[src/rtl/rr_encoder_arbiter_if.sv]
`default_nettype none
// +----------------------------------------------------------------------+
// | rr_encoder_arbiter_if                                                  |
// | Request/grant bundle between requester agents and the arbiter.        |
// | Rev 1.0                                                               |
// +----------------------------------------------------------------------+
interface rr_encoder_arbiter_if #(
  parameter int N = 8
) ();
  localparam int W = $clog2(N);

  logic         en;
  logic [N-1:0] req;
  logic [N-1:0] gnt;
  logic [W-1:0] gnt_idx;
  logic         gnt_valid;
  logic         timeout;

  modport master (
    output en, req,
    input  gnt, gnt_idx, gnt_valid, timeout
  );

  modport slave (
    input  en, req,
    output gnt, gnt_idx, gnt_valid, timeout
  );
endinterface
`default_nettype wire

[src/rtl/rr_encoder_arbiter.sv]
`default_nettype none
// +----------------------------------------------------------------------+
// | rr_encoder_arbiter                                                     |
// | N-way round-robin arbiter, one-hot grant plus encoded index; optional |
// | hold-limit revocation enabled by defining ARB_TIMEOUT_EN.             |
// | Rev 1.0                                                               |
// +----------------------------------------------------------------------+
module rr_encoder_arbiter #(
  parameter int N        = 8,
  parameter int MAX_HOLD = 16
) (
  input  wire logic           clk,
  input  wire logic           rst_n,
  rr_encoder_arbiter_if.slave arb
);
  localparam int W = $clog2(N);

  if (N < 2 || MAX_HOLD < 1 || MAX_HOLD > 255) begin : g_bad_params
    $error("rr_encoder_arbiter: N must be >= 2 and MAX_HOLD in 1..255");
  end

  typedef enum logic [0:0] {
    S_IDLE = 1'b0,
    S_BUSY = 1'b1
  } state_t;

  state_t       state_q, state_d;
  logic [W-1:0] ptr_q, ptr_d;
  logic [W-1:0] idx_q, idx_d;
  logic [N-1:0] gnt_q, gnt_d;
  logic         valid_q, valid_d;

  logic         release_grant;
  logic [W-1:0] search_ptr;
  logic [N-1:0] search_mask;
  logic [W:0]   pick;

`ifdef ARB_TIMEOUT_EN
  logic [7:0]   hold_q, hold_d;
  logic         timeout_q, timeout_d;
`endif

  // Returns {found, index} of the first set mask bit at or after start, wrapping.
  function automatic logic [W:0] pick_first(input logic [W-1:0] start,
                                            input logic [N-1:0] mask);
    logic [W:0] res;
    int         j;
    res = '0;
    for (int off = 0; off < N; off++) begin
      j = int'(start) + off;
      if (j >= N) j = j - N;
      if (!res[W] && mask[j]) res = {1'b1, W'(j)};
    end
    return res;
  endfunction

  always_comb begin
    state_d       = state_q;
    ptr_d         = ptr_q;
    idx_d         = idx_q;
    gnt_d         = gnt_q;
    valid_d       = valid_q;
    release_grant = 1'b0;
    search_ptr    = ptr_q;
    search_mask   = '0;
`ifdef ARB_TIMEOUT_EN
    hold_d        = hold_q;
    timeout_d     = 1'b0;
`endif

    case (state_q)
      S_IDLE: begin
        search_mask = arb.en ? arb.req : '0;
      end
      S_BUSY: begin
        if (~|(arb.req & gnt_q)) begin
          release_grant = 1'b1;
        end
`ifdef ARB_TIMEOUT_EN
        else if (hold_q == 8'(MAX_HOLD - 1)) begin
          release_grant = 1'b1;
          timeout_d     = 1'b1;
        end else begin
          hold_d = hold_q + 8'd1;
        end
`endif
        if (release_grant) begin
          // Masking the owner also keeps a revoked owner out of this decision.
          ptr_d       = (idx_q == W'(N - 1)) ? '0 : idx_q + 1'b1;
          search_ptr  = ptr_d;
          search_mask = arb.en ? (arb.req & ~gnt_q) : '0;
        end
      end
      default: ;
    endcase

    pick = pick_first(search_ptr, search_mask);

    if (pick[W]) begin
      state_d = S_BUSY;
      gnt_d   = N'(1) << pick[W-1:0];
      idx_d   = pick[W-1:0];
      valid_d = 1'b1;
`ifdef ARB_TIMEOUT_EN
      hold_d  = 8'd0;
`endif
    end else if (release_grant) begin
      state_d = S_IDLE;
      gnt_d   = '0;
      valid_d = 1'b0;
    end
  end

  always_ff @(posedge clk or negedge rst_n) begin
    if (!rst_n) begin
      state_q <= S_IDLE;
      ptr_q   <= '0;
      idx_q   <= '0;
      gnt_q   <= '0;
      valid_q <= 1'b0;
    end else begin
      state_q <= state_d;
      ptr_q   <= ptr_d;
      idx_q   <= idx_d;
      gnt_q   <= gnt_d;
      valid_q <= valid_d;
    end
  end

`ifdef ARB_TIMEOUT_EN
  always_ff @(posedge clk or negedge rst_n) begin
    if (!rst_n) begin
      hold_q    <= 8'd0;
      timeout_q <= 1'b0;
    end else begin
      hold_q    <= hold_d;
      timeout_q <= timeout_d;
    end
  end

  assign arb.timeout = timeout_q;
`else
  assign arb.timeout = 1'b0;
`endif

  assign arb.gnt       = gnt_q;
  assign arb.gnt_idx   = idx_q;
  assign arb.gnt_valid = valid_q;

endmodule
`default_nettype wire
[src/flat_wrapper.sv]
// flat-port wrapper written by rule: the top's interface ports become plain ports
module rr_encoder_arbiter_flat 
#(
  parameter int N        = 8,
  parameter int MAX_HOLD = 16
)
  (clk, rst_n, arb_en, arb_req, arb_gnt, arb_gnt_idx, arb_gnt_valid, arb_timeout);
  rr_encoder_arbiter_if #(.N(N)) arb_i ();
  input  wire logic clk;
  input  wire logic rst_n;
  input wire logic [$bits(arb_i.en)-1:0] arb_en;
  input wire logic [$bits(arb_i.req)-1:0] arb_req;
  output wire logic [$bits(arb_i.gnt)-1:0] arb_gnt;
  output wire logic [$bits(arb_i.gnt_idx)-1:0] arb_gnt_idx;
  output wire logic [$bits(arb_i.gnt_valid)-1:0] arb_gnt_valid;
  output wire logic [$bits(arb_i.timeout)-1:0] arb_timeout;
  assign arb_i.en = arb_en;
  assign arb_i.req = arb_req;
  assign arb_gnt = arb_i.gnt;
  assign arb_gnt_idx = arb_i.gnt_idx;
  assign arb_gnt_valid = arb_i.gnt_valid;
  assign arb_timeout = arb_i.timeout;
  rr_encoder_arbiter #(.N(N), .MAX_HOLD(MAX_HOLD)) u_core (.clk(clk), .rst_n(rst_n), .arb(arb_i));
endmodule
[config.mk]
export PLATFORM = sky130hd
export DESIGN_NAME = rr_encoder_arbiter_flat
export DESIGN_NICKNAME = d
export VERILOG_FILES = /design/src/rtl/rr_encoder_arbiter_if.sv /design/src/rtl/rr_encoder_arbiter.sv /design/src/flat_wrapper.sv
export SDC_FILE = /design/constraint.sdc
export NUM_CORES = 1
export LEC_CHECK = 0
export BUFFER_PORTS_ARGS = -buffer_cell sky130_fd_sc_hd__buf_2
export CORE_ASPECT_RATIO = 0.8
export CORE_MARGIN = 2
export CORE_UTILIZATION = 50
export CTS_BUF_LIST = sky130_fd_sc_hd__clkbuf_8
export DETAILED_ROUTE_END_ITERATION = 8
export GPL_ROUTABILITY_DRIVEN = 1
export PLACE_DENSITY = 0.74
export SLEW_MARGIN = 10
export SYNTH_ARGS = -nofsm -noshare
export SYNTH_HDL_FRONTEND = slang
export SYNTH_SLANG_ARGS = --single-unit
[constraint.sdc]
create_clock -name clk -period 3.9 [get_ports clk]
set_input_delay 0.195 -clock clk [delete_from_list [all_inputs] [get_ports clk]]
set_output_delay 0.195 -clock clk [all_outputs]
set_load 0.02 [all_outputs]
==> reports/qor.txt <==
Crit Path Class = reg2reg
CORE AREA = 0.00418 mm²
Post-synth EDFFs = 0
antenna viol nets, final = 0
Synth Cell Area = 0.00216 mm²
wire length on met1 = 3160 µm
crit end category = flip-flop
Mapped Cells = 258
final setup fails = 0
Syn Nets = 273
first-pass iteration count of the detailed router = 5
Clock transition at path regs = 0.06 ns
WL final = 7060 µm
TritonCTS Buffers = 3
Final WS setup = 0.143 ns
Period Utilization, post-route = 96.3%
hpwl dp = 5480 µm
Setup Total Neg Slack = 0 ns
worst r2r path cells = 17
Root Buffer = clkbuf_8
Worst Path Required = 4.04 ns
Avg Vias per Cell = 6.65
met3 wire length = 766 µm
Ant. Diodes = 0
register area share after synthesis = 17.4%
crit path launch type = flip-flop
Max-cap violations = 0
Final Max Tran Viols = 0
worst setup path startpoint = u_core.arb.gnt[6]$_DFFE_PN0P_
final hold vios = 0
Worst Path Arrival = 3.90 ns
Starting Density = 51.7%
Cell variety after synth = 81
area delta synth->final = 26.2%
Port Buffers = 22
Vias = 2360
H-tree depth = 1
total global routing overflow = 0
initial antenna violation count = 0
total clock sinks = 15
Async SR Flop Fraction = 100%
worst skew pair latency = 0.25 ns
reg2reg setup slack = 0.14 ns
row count = 21
Top FF cell, synth = dfrtp_1
largest net degree at the start of global routing = 18
Clock Skew = 0.00223 ns
Ys Warns = 0
worst hold path class = in2async
CTS tree = yes
Synth Register Bits = 15
crit path max fanout = 9
first-pass GRT wire length = 11100 µm
fin cells = 355
routability-driven placement congestion ratio = 1.13
Overall Global Routing Usage = 28.7%
Die X = 77.5 µm
DR top layer = met4
DR WL met2 = 3110 µm
DR WL/cell = 19.9 µm
Residual DRC = 0
fraction of layout cells with a size suffix above 1 = 40.9%
Crit Reg-Reg Startpoint = u_core.arb.gnt[6]$_DFFE_PN0P_
Die ar. = 0.00487 mm²
pre-CTS setup slack = -0.0779 ns
IO Pins = 24
Nets = 314
status = complete, no violations
Slew headroom = 59.8%
CTS Buffer Depth = 2
dpl cells = 346
FMAX = 266 MHz
crit path time final = 3.76 ns
DR iter-0 viols = 310
number of global-route vias before repair = 2173
die height = 62.8 µm
hold slack = 0.415 ns
Post-Syn Area per Cell = 8.38 µm²
Worst Tran Pin Value = 0.597 ns
worst r2r dst = u_core.arb.gnt[0]$_DFFE_PN0P_
[per-layer routing]
layer / global-route usage, % / vias up
li1: - / 1095
met1: 42.7 / 1125
met2: 41.1 / 132
met3: 9.25 / 8
met4: 4.02 / 0
met5: 0 / -
[cell usage after synthesis (all sizes together), types with 2 or more instances]
cell type	number	area [µm²]
a2111oi	3	33.8
mux2	2	22.5
buf	13	88.8
o21a	3	22.5
inv	4	15.0
o21ai	18	109
a21boi	6	48.8
a22oi	6	78.8
clkbuf	2	8.75
a32oi	5	43.8
o41ai	6	93.9
and2	10	62.6
a211oi	8	92.6
o41a	2	22.5
nor2	19	81.3
o22a	2	17.5
ha	4	50.1
and3	2	17.5
nand2	38	169
o211ai	6	45.0
mux4	2	45.0
a32o	6	60.1
dfrtp	15	375
o211a	3	30.0
o22ai	4	25.0
nor3	8	51.3
nor2b	3	18.8
nand4	3	25.0
nand3	17	85.1
xnor2	2	25.0
or2	2	15.0
and4	2	20.0
a21oi	11	66.3
o2111a	2	22.5
a211o	2	17.5
[kinds of logic (layout without fill, tap and decap cells)]
family | count (synthesis) | after routing | share of synthesized area (%)
AO/OA/AOI/OAI | 100 | 100 | 41.1
XOR/XNOR | 2 | 2 | 1.16
adder cells (fa/ha/maj) | 4 | 4 | 2.32
buffers and inverters | 19 | 59 | 5.21
flip-flops | 15 | 15 | 17.4
multiplexers | 5 | 5 | 3.59
other | 1 | 1 | 0.174
AND/OR/NAND/NOR | 112 | 112 | 29.1
[placed cells by master (no fill, tap or decap), drive strengths merged, types with 3 or more instances in the layout]
cell     count
o21ai       18
a21oi       11
nor3         8
ha           4
a21boi       6
nor2        19
and2        10
nor2b        3
clkbuf       3
nand3       17
nand4        3
o21a         3
buf         50
o211a        3
o22ai        4
inv          5
a22oi        6
dfrtp       15
a2111oi      3
o211ai       6
a211oi       8
a32o         6
a32oi        5
nand2       38
o41ai        6
[cell type report]
type | instances | area (µm²)
Inverter | 4 | 15.0
Clock buffer | 3 | 41.3
Sequential cell | 15 | 382
Clock inverter | 1 | 3.75
Fill cell | 353 | 1450
Multi-Input combinational cell | 224 | 1870
Timing Repair Buffer | 51 | 347
Tap cell | 57 | 71.3
[flip-flops by register name (all words and copies together), names as in the netlist]
signal                count
u_core.ptr_q              3
u_core.arb.gnt            8
u_core.arb.gnt_valid      1
u_core.arb.gnt_idx        3
[metrics by stage]
stage	area, µm²	utilization (%)
after floorplan	2180	-
after global placement	2450	58.7
after detailed placement	2450	58.7
after CTS	2540	60.9
after global routing	2730	65.3
final	2730	65.3
[worst max-delay path, stage by stage (launching register included)]
cell,delay [ns]
dfrtp_2,0.42
a22oi_2,0.27
and4_4,0.28
nand2_2,0.08
a21oi_4,0.16
inv_2,0.08
ha_4,0.18
xnor2_2,0.13
or3_4,0.35
nand2_4,0.10
nor3_2,0.06
a211o_1,0.31
and4b_1,0.27
a32oi_1,0.19
o311a_1,0.23
o21ai_2,0.10
buf_12,0.15
o41ai_4,0.28
[worst max path at each step]
| stage | to | slack [ns] |
|---|---|---|
| finish | u_core.arb.gnt[0]$_DFFE_PN0P_ | 0.14 |
| global route | u_core.arb.gnt[4]$_DFFE_PN0P_ | -0.005 |
| CTS | u_core.arb.gnt[4]$_DFFE_PN0P_ | 0.008 |
| detailed placement | u_core.arb.gnt[6]$_DFFE_PN0P_ | -0.08 |
| global placement | u_core.arb.gnt[2]$_DFFE_PN0P_ | 0.06 |
| floorplan | u_core.arb.gnt[4]$_DFFE_PN0P_ | 0.001 |
[what timing repair did]
| item | in CTS | in global routing |
|---|---|---|
| setup buffers | 1 | 3 |
| setup endpoints to repair | 7 | 10 |
| hold buffers | 1 | 0 |
| pin swaps | 1 | 13 |
| gates resized for setup | 4 | 30 |
| endpoints found under the hold margin | 15 | 0 |
Power is not shown: default switching activity piles up to over one toggle a cycle in this logic, so the estimate is an artifact.
